## src/rtl/mdu_alu_sequencer.sv

```systemverilog
// Multi-cycle multiply/divide sequencer that borrows the shared EX-stage ALU while busy.
// Optional signed MULT/DIV support is enabled with the MDU_SIGNED_EN macro.
module mdu_alu_sequencer #(
    parameter int unsigned ITER   = 32,
    parameter logic [3:0]  OP_ADD = 4'b0000,
    parameter logic [3:0]  OP_SUB = 4'b0001
) (
    input  logic        clk,
    input  logic        reset,
    input  logic        start,
    input  logic [1:0]  op,
    input  logic [31:0] rs_val,
    input  logic [31:0] rt_val,
    input  logic        hi_we,
    input  logic        lo_we,
    input  logic [31:0] wdata,
    input  logic [31:0] ex_alu_a,
    input  logic [31:0] ex_alu_b,
    input  logic [3:0]  ex_alu_op,
    input  logic [31:0] alu_out,
    output logic [31:0] alu_a,
    output logic [31:0] alu_b,
    output logic [3:0]  alu_op,
    output logic [31:0] hi,
    output logic [31:0] lo,
    output logic        busy
);

    localparam int unsigned CntW = $clog2(ITER);

`ifdef MDU_SIGNED_EN
    typedef enum logic [2:0] {StIdle, StPre, StRun, StPost, StDone} state_e;
`else
    typedef enum logic [1:0] {StIdle, StRun, StDone} state_e;
`endif

    state_e          state_q, state_d;
    logic [CntW-1:0] cnt_q, cnt_d;
    // acc holds P_hi / remainder, shr holds P_lo / quotient, opnd holds multiplicand / divisor
    logic [31:0]     acc_q, acc_d, shr_q, shr_d, opnd_q, opnd_d;
    logic [31:0]     hi_q, hi_d, lo_q, lo_d;
    logic            is_div_q, is_div_d;
    logic [31:0]     mul_sum, div_s;
    logic            mul_carry, div_take;

`ifdef MDU_SIGNED_EN
    logic signed_q, signed_d, neg_rs_q, neg_rs_d, neg_rt_q, neg_rt_d;
    logic borrow_q, borrow_d, post_cnt_q, post_cnt_d;
`else
    logic unused_op_msb;
    assign unused_op_msb = op[1];
`endif

    always_comb begin
        state_d   = state_q;
        cnt_d     = cnt_q;
        acc_d     = acc_q;
        shr_d     = shr_q;
        opnd_d    = opnd_q;
        hi_d      = hi_q;
        lo_d      = lo_q;
        is_div_d  = is_div_q;
        alu_a     = ex_alu_a;
        alu_b     = ex_alu_b;
        alu_op    = ex_alu_op;
        mul_sum   = acc_q;
        mul_carry = 1'b0;
        div_s     = {acc_q[30:0], shr_q[31]};
        div_take  = 1'b0;
`ifdef MDU_SIGNED_EN
        signed_d   = signed_q;
        neg_rs_d   = neg_rs_q;
        neg_rt_d   = neg_rt_q;
        borrow_d   = borrow_q;
        post_cnt_d = post_cnt_q;
`endif
        case (state_q)
            StIdle: begin
                if (start) begin
                    cnt_d    = '0;
                    acc_d    = '0;
                    is_div_d = op[0];
                    shr_d    = op[0] ? rs_val : rt_val;
                    opnd_d   = op[0] ? rt_val : rs_val;
                    state_d  = StRun;
`ifdef MDU_SIGNED_EN
                    signed_d   = op[1];
                    neg_rs_d   = op[1] & rs_val[31];
                    neg_rt_d   = op[1] & rt_val[31];
                    post_cnt_d = 1'b0;
                    if (op[1] & (rs_val[31] | rt_val[31])) state_d = StPre;
`endif
                end else begin
                    if (hi_we) hi_d = wdata;
                    if (lo_we) lo_d = wdata;
                end
            end
`ifdef MDU_SIGNED_EN
            StPre: begin
                // rs magnitude comes from the ALU; rt magnitude is formed locally in the same cycle
                alu_a  = '0;
                alu_b  = is_div_q ? shr_q : opnd_q;
                alu_op = OP_SUB;
                if (neg_rs_q) begin
                    if (is_div_q) shr_d = alu_out;
                    else          opnd_d = alu_out;
                end
                if (neg_rt_q) begin
                    if (is_div_q) opnd_d = ~opnd_q + 32'd1;
                    else          shr_d  = ~shr_q + 32'd1;
                end
                state_d = StRun;
            end
`endif
            StRun: begin
                cnt_d = cnt_q + CntW'(1);
                if (!is_div_q) begin
                    alu_a  = acc_q;
                    alu_b  = opnd_q;
                    alu_op = OP_ADD;
                    if (shr_q[0]) begin
                        mul_sum   = alu_out;
                        mul_carry = (alu_out < acc_q);
                    end
                    {acc_d, shr_d} = {mul_carry, mul_sum, shr_q[31:1]};
                end else begin
                    alu_a    = div_s;
                    alu_b    = opnd_q;
                    alu_op   = OP_SUB;
                    div_take = acc_q[31] | (div_s >= opnd_q);
                    acc_d    = div_take ? alu_out : div_s;
                    shr_d    = {shr_q[30:0], div_take};
                end
                if (cnt_q == CntW'(ITER - 1)) begin
`ifdef MDU_SIGNED_EN
                    state_d = signed_q ? StPost : StDone;
`else
                    state_d = StDone;
`endif
                end
            end
`ifdef MDU_SIGNED_EN
            StPost: begin
                alu_op     = OP_SUB;
                post_cnt_d = 1'b1;
                if (!post_cnt_q) begin
                    alu_a    = '0;
                    alu_b    = shr_q;
                    borrow_d = (shr_q != '0);
                    if (neg_rs_q ^ neg_rt_q) shr_d = alu_out;
                    if (is_div_q ? neg_rs_q : (neg_rs_q ^ neg_rt_q)) state_d = StPost;
                    else                                             state_d = StDone;
                end else begin
                    // high word: (0 - hi) or (-1 - hi) when the low word borrowed
                    alu_a   = (!is_div_q && borrow_q) ? '1 : '0;
                    alu_b   = acc_q;
                    acc_d   = alu_out;
                    state_d = StDone;
                end
            end
`endif
            StDone: begin
                hi_d    = acc_q;
                lo_d    = shr_q;
                state_d = StIdle;
            end
            default: state_d = StIdle;
        endcase
    end

    always_ff @(posedge clk) begin
        if (reset) begin
            state_q  <= StIdle;
            cnt_q    <= '0;
            acc_q    <= '0;
            shr_q    <= '0;
            opnd_q   <= '0;
            hi_q     <= '0;
            lo_q     <= '0;
            is_div_q <= 1'b0;
`ifdef MDU_SIGNED_EN
            signed_q   <= 1'b0;
            neg_rs_q   <= 1'b0;
            neg_rt_q   <= 1'b0;
            borrow_q   <= 1'b0;
            post_cnt_q <= 1'b0;
`endif
        end else begin
            state_q  <= state_d;
            cnt_q    <= cnt_d;
            acc_q    <= acc_d;
            shr_q    <= shr_d;
            opnd_q   <= opnd_d;
            hi_q     <= hi_d;
            lo_q     <= lo_d;
            is_div_q <= is_div_d;
`ifdef MDU_SIGNED_EN
            signed_q   <= signed_d;
            neg_rs_q   <= neg_rs_d;
            neg_rt_q   <= neg_rt_d;
            borrow_q   <= borrow_d;
            post_cnt_q <= post_cnt_d;
`endif
        end
    end

    assign hi   = hi_q;
    assign lo   = lo_q;
    assign busy = (state_q != StIdle);

endmodule

```

## config.mk

```make
export PLATFORM = sky130hd
export DESIGN_NAME = mdu_alu_sequencer
export DESIGN_NICKNAME = d
export VERILOG_FILES = /design/src/rtl/mdu_alu_sequencer.sv
export SDC_FILE = /design/constraint.sdc
export NUM_CORES = 1
export LEC_CHECK = 0
export BUFFER_PORTS_ARGS = -buffer_cell sky130_fd_sc_hd__buf_2
export CAP_MARGIN = 10
export CORE_ASPECT_RATIO = 1.75
export CORE_UTILIZATION = 48
export DETAILED_ROUTE_END_ITERATION = 12
export PLACE_DENSITY = 0.82
export SETUP_SLACK_MARGIN = 0.05
export SYNTH_ARGS = -nofsm -noshare
export SYNTH_HDL_FRONTEND = slang
export SYNTH_SLANG_ARGS = --single-unit
```

## constraint.sdc

```tcl
create_clock -name clk -period 2.3 [get_ports clk]
set_clock_uncertainty 0.15 [all_clocks]
set_input_delay 0.46 -clock clk [delete_from_list [all_inputs] [get_ports clk]]
set_output_delay 0.46 -clock clk [all_outputs]
set_load 0.1 [all_outputs]
```

==> Word level (Yosys, flattened, before mapping) <==
Index checks and enable logic that the tools add are counted.
{ "word_totals": {"input_bits": 203, "latch_bits": 0, "ramBits": 0, "reg_bits": 168, "out_inout_bits": 133, "word_cells": 56, "memories": 0, "romBits": 0} }
{ "classes": {"muxes": 27, "reduce_logical": 9, "n_mul": 0, "n_eq_ne": 8, "shifts": 0, "n_bitwise": 1, "n_div": 0, "order_cmp": 2, "addsub": 1} }
{ "ops": {"columns": ["op", "count"], "rows": [
  ["$mux W32", 15],
  ["$pmux W32 S2", 4],
  ["$ge A32 B32 Y1", 1],
  ["$lt A32 B32 Y1", 1],
  ["$ne A2 B2 Y1 const B", 5],
  ["$pmux W5 S2", 1],
  ["$reduce_and A2 Y1", 3],
  ["$reduce_and A3 Y1", 2],
  ["$reduce_bool A2 Y1", 3],
  ["$add A5 B1 Y5 const B", 1],
  ["$eq A5 B5 Y1 const B", 1],
  ["$mux W5", 1],
  ["$mux W2", 2],
  ["$mux W4", 1],
  ["$pmux W2 S2", 1],
  ["$eq A2 B1 Y1 const B", 1],
  ["$eq A2 B2 Y1 const B", 1],
  ["$logic_not A2 Y1", 1],
  ["$mux W1", 2],
  ["$or A1 B1 Y1", 1]
]} }

==> Depth between registers and ports, before layout <==
Gate-level depths: netlist (run 1).
{ "logic_depth": {"ltp_word": 5, "mapped_depth": 11, "ltp_nobuf": 8} }

==> Least setup slack after synthesis (run 1) <==
Ideal clock, no wire load.
{ "synth_path": {"path_type": "reg-to-output", "start": "register is_div_q", "end": "output alu_a[13]", "setup_slack_ps": -1756, "n_path_buf": 3, "path_stages_with_launch": 6, "arrival_ps": 3446, "required_time_ps": 1690, "cell_sequence": "dfxtp_1 -> clkbuf_1 -> buf_2 -> buf_1 -> mux2i_1 -> o21ai_0"} }
{ "synth_between": {"elab_chain_cells": 2} }
{ "synth_lines": {"columns": ["item", "line_no", "rtl"], "rows": [
  ["start: declaration", "42", "logic is_div_q, is_div_d;"],
  ["start signal: assignment", "196", "is_div_q <= is_div_d;"],
  ["$mux W32", "117", "if (!is_div_q) begin"],
  ["$mux W32", "77", "case (state_q)"],
  ["end: declaration", "21", "output logic [31:0] alu_a,"]
]} }
Every way passes these cells.

==> Final worst setup path (run 1) <==
{ "layout_path": {"start": "register opnd_q[11]", "end": "register acc_q[2]"} }
{ "layout_between": {"elab_chain_cells": 5} }
{ "layout_lines": {"columns": ["item", "line_no", "rtl"], "rows": [
  ["start: declaration", "40", "logic [31:0] acc_q, acc_d, shr_q, shr_d, opnd_q, opnd_d;"],
  ["start signal: assignment", "193", "opnd_q <= opnd_d;"],
  ["$ge A32 B32 Y1", "130", "div_take = acc_q[31] | (div_s >= opnd_q);"],
  ["$or A1 B1 Y1", "130", null],
  ["$mux W32", "131", "acc_d = div_take ? alu_out : div_s;"],
  ["$mux W32", "117", null],
  ["$pmux W32 S2", "77", null],
  ["end signal: assignment", "175", "acc_q <= '0;"],
  ["end signal: assignment", "191", "acc_q <= acc_d;"],
  ["end: declaration", "40", null]
]} }
Every way passes these cells.
A chain may end at the register's enable or synchronous reset.

==> flow_summary.toml, run 1 <==
[run_status]
status = "finished, violations left"
violations = "negative setup slack"

[clock_tree]
cts_sinks = 168
clk_latency_ns = 0.43
cts_root_buffer = "clkbuf_16"
cts_hold_buf = 0
cts.path.max_buffers = 2
cts.clk_slew.worst_paths_ns = 0.07
htreeDepth = 4
cts_tree = "built"
numCtsBuffers = 17

[placed_design]
dpl_cell_area_sq_um = 15900
hpwl_um = 33000
io_buffers = 334
routabilityCongestion = 0.996

[logic_synthesis]
synthFlopType = "dfxtp_1"
synthesis.nets = 1626
async_flop_share_pct = 0
yosysWarningCount = 0
synth-seq-cells = 168
synth_edf_count = 0
yosys.cell_types.count = 48
syn-cell-area_sq_um = 11200
seq_area_frac_synth_pct = 30.0
syn_area_per_cell_sq_um = 8.26
synthCells = 1358

[setup_path]
regToRegEndpoint = "acc_q[2]"
crit_fanout = 13
end_kind = "flip-flop"
worstSetupPathType = "flip-flop to flip-flop"
slowest_delay_ns = 0.37
start_kind = "flip-flop"
reg2reg_depth = 9
r2r_start = "opnd_q[11]"
cp_cell_sequence = "inv_2 > ha_4 > a21oi_2 > o21ai_1 > a221o_1 > o311ai_4 > and2_4 > buf_12 > o211ai_2"
crit_slowest_cell = "a221o_1"
required_ns = 2.45
regToRegSetupSlack_ns = -0.26
crit_arrival_ns = 2.71

[power]
power_w = 0.0109
peakVddDrop_mv = 0.498
cellPowerDensity_nw_per_um2 = 604
power.leakage_nw = 7.69

[global_routing]
antenna_found_initial = 5
use_met3_pct = 7.23
grt_use_total_pct = 38.7
met2_usage_pct = 66.7
grt_max_degree = 72
grt_pass1_wl_um = 71800
top_usage_layer = "met2"
use_met1_pct = 40.4
grt_pass1_vias = 13092
grt-ovfl-total = 0

[sta]
max_slew_margin_pct = 55.7
tightest_slew_ns = 0.665
rsz0062_at_grt = "true"
period_minus_slack_ns = 2.56
hold_viol = 0
fmax_mhz = 391
timing.hold.ws_ns = 0.199
slew_viol_final = 0
finalCritPeriodShare_pct = 111
setup_violations = 98
layout_setup_ws_ns = -0.257

[flow_run]
drv_cap = 0

[floorplan]
ios = 336
die_w_um = 118
start_util_pct = 49.1
fp-row-count = 73
fp.dieH_um = 204
design.core.area_sq_um = 22800
dieArea_sq_um = 24000

[route]
drc = 0
viasPerCell = 6.33
drt_first_pass_iters = 6
vias = 13222
wl_per_cell_um = 24.8
first_iter_violations = 1260
wirelength_um = 51800
ant_nets = 0

[worst_hold_path]
hp-class = "input port to flip-flop"
min_to = "acc_q[15]"
min_path_cells = 3
hold_path_startpoint = "alu_out[15]"

[cells_and_area]
final_cell_mix = "buf_2 (264), mux2i_1 (198), nor2_1 (170), a211oi_1 (159), dfxtp_1 (148)"
finalInstanceArea_sq_um = 18000
utilization_pct = 78.7
fin_nets = 2043
area_growth_pct = 60.2
final_layout_size_suffix_gt1_share_pct = 44.4
layout_commonest_cell = "buf_2"
==> critical path, delay by kind of cell, from the launching register on <==
family	cells	cell delay, ns
AO/OA/AOI/OAI	5	1.11
flip-flops	1	0.35
AND/OR/NAND/NOR	1	0.31
adder cells (fa/ha/maj)	1	0.26
buffers and inverters	2	0.25
==> final cells by class <==
type                            count  area, sq um
Multi-Input combinational cell   1005         8580
Fill cell                        1354         4870
Timing Repair Buffer              517         4720
Sequential cell                   168         3400
Clock buffer                       21          470
Tap cell                          300          375
Inverter                           66          250
Clock inverter                     11          170
Antenna cell                        2         5.00
==> cells in the mapped netlist (2+ instances only) <==
cell      instances  area share [%]
and2_1            6            0.33
buf_2            10            0.45
a211oi_1        159              11
nor2_1          170             5.7
a21o_1            7            0.47
dfxtp_1         168              30
nand2_1         125             4.2
or4_1             2            0.13
a221oi_1          2            0.16
nand3_1           9            0.40
o211ai_1          3            0.20
a311o_1           2            0.18
nor3b_1           2            0.13
and4_1            2            0.16
buf_6             5            0.50
o21ai_1           2           0.089
inv_1            65             2.2
clkbuf_1         95             3.2
ha_1             65             7.3
nor3_1            4            0.18
buf_1             9            0.30
mux2i_1         222              20
o211ai_2         30             3.3
nand2b_1          4            0.22
or3_1             2            0.11
a21oi_1          61             2.7
nand4_1          36             2.0
o21ai_0          71             3.2
==> per-layer routing <==
layer | part of all wire (%) | up-vias
li1 | - | 5757
met4 | 10 | 4
met3 | 8.6 | 315
met1 | 32 | 6240
met5 | 0.048 | -
met2 | 49 | 906
==> worst max path at each step <==
stage / startpoint / slack, ns / endpoint
after floorplan: state_q[1] / -0.16 / alu_a[10]
after global placement: alu_out[4] / -0.30 / acc_q[31]
after detailed placement: alu_out[4] / -0.31 / acc_q[31]
after CTS: opnd_q[14] / -0.14 / shr_q[0]
after global routing: opnd_q[11] / -0.28 / acc_q[2]
final: opnd_q[11] / -0.26 / acc_q[2]
==> cells by family (layout without fill, tap and decap cells) <==
group / Yosys count / after routing / synth area share (%)
AOI/OAI and AO/OA: 348 / 348 / 22.0
and+or+nand+nor: 370 / 370 / 14.3
muxes: 222 / 222 / 19.8
other: 0 / 2 / 0
DFF: 168 / 168 / 30.0
adders and majority gates: 65 / 65 / 7.25
buffers and inverters: 185 / 615 / 6.64
==> through the flow <==
stage                     TNS [ns]  setup WS (ns)  instances
after global placement       -2.71         -0.300       2014
after global routing        -13.97         -0.277       2090
after detailed placement     -3.63         -0.313       2014
final                       -11.14         -0.257       2090
after floorplan              -5.49         -0.157       1358
after CTS                    -8.35         -0.142       2076
==> flip-flops by register name, summed over array words and instances, names as in the netlist <==
register	flops
is_div_q	1
shr_q	32
opnd_q	32
acc_q	32
state_q	2
hi	32
lo	32
cnt_q	5
==> power breakdown <==
group / internal [W] / switching (W)
logic: 0.00162 / 0.00282
registers: 0.00309 / 0.000182
clock network: 0.00191 / 0.00124
==> what timing repair did <==
action,in CTS,in global routing
buffers inserted,15,13
gates resized for setup,113,103
pin swaps,33,74
cloned,15,7
endpoints found under the setup margin,101,101
Power figures use the tool's default switching activity.
==> run 2: changes to the inputs <==
CORE_UTILIZATION = 45   (was 48)
PLACE_DENSITY = 0.78   (was 0.82)
==> run 2 against run 1 <==
  * The flow still finishes with violations (negative setup slack)
  * Total power is 2.1% lower
  * Sequential share of layout area hardly changed
  * Flip-flop and latch count stayed put
  * Clock power is 5% lower
  * Critical endpoint is now alu_a[16]
  * Highest routed layer unchanged
==> flow_summary.toml, run 2 (synthesis gave the netlist of run 1 again) <==
[clock_tree]
clk_latency_ns = 0.44
cts_hold_buf = 0
cts_sinks = 168
cts.path.max_buffers = 2
numCtsBuffers = 17
htreeDepth = 4
cts_root_buffer = "clkbuf_16"
cts_tree = "built"
cts.clk_slew.worst_paths_ns = 0.07

[route]
ant_nets = 0
drc = 0
wirelength_um = 48500
vias = 12800
viasPerCell = 6.05
first_iter_violations = 852
drt_first_pass_iters = 5
wl_per_cell_um = 22.9

[placed_design]
dp_cells = 2027
routabilityCongestion = 0.986
io_buffers = 334
hpwl_um = 33100

[power]
p_clk_share_pct = 28.1
cellPowerDensity_nw_per_um2 = 592
swShare_pct = 39.1
pwr-share-seq_pct = 30.7
peakVddDrop_mv = 0.521
combPwrFrac_pct = 41.2
power.leakage_nw = 7.71
netSwitchingPower_w = 0.00416
intPower_w = 0.00648

[setup_path]
worst-path-buf-inv = 4
path_delay_family = "buffers and inverters"
cp_cell_sequence = "nand2b_4 > buf_12 > buf_16 > buf_12 > o21ai_4 > buf_12"
regToRegSetupSlack_ns = -0.22
crit_slowest_cell = "dfxtp_2"
required_ns = 1.69
end_kind = "primary output"
crit_arrival_ns = 1.92
critPathMostFrequentCell = "buf_12"
worstSetupPathType = "flip-flop to primary output"
crit_fanout = 7
start_kind = "flip-flop"
slowest_delay_ns = 0.32

[cells_and_area]
nFillCells = 1664
layout_commonest_cell = "buf_2"
stdcell_count = 2116
regArea_sq_um = 3390
final_cell_mix = "buf_2 (264), mux2i_1 (217), nor2_1 (170), a211oi_1 (159), dfxtp_1 (149)"
area_growth_pct = 60.2
final_layout_size_suffix_gt1_share_pct = 43.2
fin_nets = 2054
utilization_pct = 73.2
multi_input_area_sq_um = 8390

[global_routing]
grt_pass1_wl_um = 70400
antenna_found_initial = 6
grt-ovfl-total = 0
grt_use_total_pct = 36.2
grt_pass1_vias = 12698
grt_max_degree = 137

[sta]
finalCritPeriodShare_pct = 110
rsz0062_at_grt = "true"
timing.hold.ws_ns = 0.187
max_slew_margin_pct = 56.9
tns_ns = -10.29
layout_setup_ws_ns = -0.225
period_minus_slack_ns = 2.53
hold_viol = 0
slew_viol_final = 0
setup_violations = 88
fmax_mhz = 396
tightest_slew_ns = 0.647

[worst_hold_path]
hp-class = "input port to flip-flop"

[flow_run]
drv_cap = 0

[floorplan]
design.core.area_sq_um = 24500
die_w_um = 121
fp-row-count = 76
ios = 336
fp.dieH_um = 211
start_util_pct = 45.7
dieArea_sq_um = 25600

[run_status]
violations = "negative setup slack"
status = "finished, violations left"
## run 2: cell types whose count changed in the layout (fill, tap and decap cells not counted), moves of 8 or more
cell     previous run  this run
mux2i_2            22         5
mux2i_1           198       217
nand2_1            57        69
nand2_4            56        35
buf_12             90       100
nand2_2            12        20
## run 2: area by class of cell
type | instances | area share (%)
inverters | 66 | 1.39
clock buffers | 22 | 2.75
diodes | 5 | 0.0696
multi-input cells | 1005 | 46.7
flip-flops and latches | 168 | 18.9
repair buffers | 528 | 27.4
well taps | 312 | 2.17
clock inverters | 10 | 0.655
## run 2: power by group through the flow
stage / Sequential (W) / Clock, W / Combinational (W)
global placement: 0.00332 / 0 / 0.00379
CTS: 0.00326 / 0.00300 / 0.00420
detailed placement: 0.00333 / 0 / 0.00385
finish: 0.00327 / 0.00299 / 0.00438
global route: 0.00328 / 0.00310 / 0.00455
floorplan: 0.00366 / 0 / 0.00218
## run 2: worst register-to-register path, cell delays in order (launching register included)
cell and delay, ns:
dfxtp_2 0.33, buf_4 0.14, ha_1 0.29, nand4_1 0.13
or3_4 0.36, nor4_4 0.22, o311ai_4 0.15, buf_6 0.18
buf_12 0.14, buf_12 0.12, nand4_1 0.10, o211ai_2 0.10
## run 2: worst paths after layout
check / endpoint / start / cells after the start
worst max-delay path: alu_a[16] / state_q[1] / 6
worst min-delay path: acc_q[17] / alu_out[17] / 3
worst min register to register: cnt_q[3] / cnt_q[3] / 1
worst max register to register: acc_q[27] / acc_q[4] / 11
## run 2: metrics by stage
step	setup slack (ns)	power (W)	cell area [sq um]
2_1_floorplan	-0.157	0.00583	12100
3_3_place_gp	-0.247	0.00711	16000
3_5_place_dp	-0.257	0.00718	16000
4_1_cts	-0.171	0.0105	17600
5_1_grt	-0.281	0.0109	18000
6_report	-0.225	0.0106	18000
## run 2: per-layer routing
| metal | up-vias | global-route usage (%) | wire length [um] |
|---|---|---|---|
| li1 | 5786 | - | - |
| met1 | 6061 | 37.7 | 16400 |
| met2 | 707 | 62.5 | 24200 |
| met3 | 242 | 8.07 | 3850 |
| met4 | 4 | 27.4 | 4020 |
| met5 | - | 0 | 23 |
## run 2: repair_timing
action                                  CTS  global route
buffers inserted                         24            16
cloned                                   15             3
endpoints found under the setup margin   97           100
pin swaps                                44            36
gates resized for setup                 111            60
==> run 3: changes to the inputs <==
CELL_PAD_IN_SITES_DETAIL_PLACEMENT = 1   (was unset)
CELL_PAD_IN_SITES_GLOBAL_PLACEMENT = 1   (was unset)
CORE_UTILIZATION = 35   (was 45)
PLACE_DENSITY = 0.82   (was 0.78)
==> run 3 against run 2 <==
  * The run still ends with negative setup slack left
  * Highest routed layer unchanged
  * Largest power group unchanged
  * Clock power is essentially flat
  * First-iteration DRC count increased by 62%
  * Total power increased by 4.9%
  * Register-to-register slack worse by 0.63 ns
  * Wire length rose by 42%
==> flow_summary.toml, run 3 (synthesis gave the netlist of run 1 again) <==
[route]
vias = 14227
wl_per_cell_um = 30.9
viasPerCell = 6.39
drc = 0
wirelength_um = 68900
first_iter_violations = 1376
ant_nets = 0
drt_first_pass_iters = 9

[global_routing]
grt-ovfl-total = 0
use_met1_pct = 41.1
grt_pass1_wl_um = 96500
use_met3_pct = 12.8
top_usage_layer = "met2"
met2_usage_pct = 65.1
antenna_found_initial = 15
grt_pass1_vias = 15318
grt_use_total_pct = 40.1
grt_max_degree = 137

[run_status]
violations = "negative setup slack"
status = "finished, violations left"

[power]
cellPowerDensity_nw_per_um2 = 595
intPower_w = 0.00648
p_clk_share_pct = 26.8
netSwitchingPower_w = 0.00468
power.leakage_nw = 7.90
combPwrFrac_pct = 43.8
swShare_pct = 42.0
peakVddDrop_mv = 0.356
pwr-share-seq_pct = 29.4

[cells_and_area]
stdcell_count = 2228
final_cell_mix = "buf_2 (265), mux2i_1 (199), nor2_1 (169), a211oi_1 (157), buf_4 (143)"
nFillCells = 3428
fin_nets = 2075
final_layout_size_suffix_gt1_share_pct = 47.4
layout_commonest_cell = "buf_2"
area_growth_pct = 67.2

[clock_tree]
htreeDepth = 4
cts.path.max_buffers = 2
cts.clk_slew.worst_paths_ns = 0.08
cts_hold_buf = 0
numCtsBuffers = 17
cts_root_buffer = "clkbuf_16"
cts_sinks = 168
cts_tree = "built"
clk_latency_ns = 0.48

[sta]
tightest_slew_ns = 0.854
rsz0062_at_grt = "true"
hold_viol = 0
setup_violations = 101
period_minus_slack_ns = 3.15
slew_viol_final = 0
tns_ns = -20.79
max_slew_margin_pct = 43.1
finalCritPeriodShare_pct = 137
layout_setup_ws_ns = -0.853
fmax_mhz = 317

[setup_path]
start_kind = "flip-flop"
required_ns = 2.39
crit_slowest_cell = "nor4_4"
worst-path-buf-inv = 3
slowest_delay_ns = 0.42
crit_fanout = 5
worstSetupPathType = "flip-flop to flip-flop"
crit_arrival_ns = 3.24
end_kind = "flip-flop"
r2r_start = "opnd_q[23]"
path_delay_family = "simple AND/OR/NAND/NOR gates"
cp_cell_sequence = "inv_1 > ha_4 > nand2_2 > nor4_4 > a221oi_2 > o21a_2 > buf_12 > bufbuf_16 > nand4_1 > o211ai_2"
critPathLaunch = "opnd_q[23]"

[worst_hold_path]
hold_path_startpoint = "alu_out[23]"
hp-class = "input port to flip-flop"

[floorplan]
dieArea_sq_um = 32800
ios = 336
fp.dieH_um = 239
start_util_pct = 35.6
fp-row-count = 86
design.core.area_sq_um = 31500
die_w_um = 137

[flow_run]
drv_cap = 0

[placed_design]
routabilityCongestion = 0.860
dp_cells = 2111
io_buffers = 334
hpwl_um = 35900
## run 3: cell count changes in the layout (fill, tap and decap cells not counted), moves of 8 or more
cell | previous run | this run
diode_2 | 5 | 13
buf_6 | 6 | 18
mux2i_4 | 0 | 8
ha_4 | 9 | 18
nand2_1 | 69 | 54
nand2_4 | 35 | 44
inv_2 | 7 | 15
mux2i_2 | 5 | 15
mux2i_1 | 217 | 199
ha_1 | 55 | 46
dfxtp_1 | 149 | 139
## run 3: worst reg2reg max path, cell delays in order (launching register included)
cell       delay, ns
dfxtp_1         0.41
inv_1           0.13
ha_4            0.31
nand2_2         0.08
nor4_4          0.42
a221oi_2        0.12
o21a_2          0.29
buf_12          0.17
bufbuf_16       0.27
nand4_1         0.27
o211ai_2        0.30
## run 3: per-layer routing
metal  wire length, um  vias up
li1                  -     5828
met1             23300     6876
met2             32700     1061
met3              6160      460
met4              6720        2
met5                16        -
## run 3: area by class of cell
cell class                 count  area, sq um  area share [%]
multi-input combinational   1005         8830            47.1
timing repair buffer         549         5160            27.6
sequential                   168         3410            18.2
tap                          396          495            2.64
clock buffer                  18          429            2.29
inverter                      66          248            1.32
clock inverter                13          130           0.694
antenna                       13         32.5           0.174
## run 3: path summary, 6_finish.rpt
| kind | to | slack (ns) | cells after the start |
|---|---|---|---|
| max | acc_q[13] | -0.85 | 10 |
| min reg2reg | cnt_q[4] | 0.34 | 2 |
| max reg2reg | acc_q[13] | -0.85 | 10 |
| min | acc_q[23] | 0.17 | 3 |
## run 3: timing repair
| item | 4_1_cts | 5_1_grt |
|---|---|---|
| pin swaps | 89 | 55 |
| buffers inserted | 55 | 10 |
| gates resized for setup | 212 | 86 |
| endpoints found under the setup margin | 101 | 115 |
| gates cloned | 20 | 2 |
## run 3: stage by stage
step	area, sq um	utilization (%)	power, W	hold WS (ns)	worst slack, ns
2_1_floorplan	12100	-	0.00583	0.278	-0.157
3_3_place_gp	16000	50.9	0.00713	0.294	-0.287
3_5_place_dp	16000	50.9	0.00723	0.331	-0.313
4_1_cts	18500	58.7	0.0107	0.158	-0.190
5_1_grt	18700	59.4	0.0114	0.172	-0.796
6_report	18700	59.4	0.0112	0.169	-0.853
## run 3: power groups by stage
stage          Sequential, W  Combinational (W)  Clock [W]
2_1_floorplan        0.00366            0.00218          0
3_3_place_gp         0.00331            0.00382          0
3_5_place_dp         0.00332            0.00391          0
4_1_cts              0.00325            0.00454    0.00291
5_1_grt              0.00329            0.00500    0.00310
6_report             0.00328            0.00489    0.00299
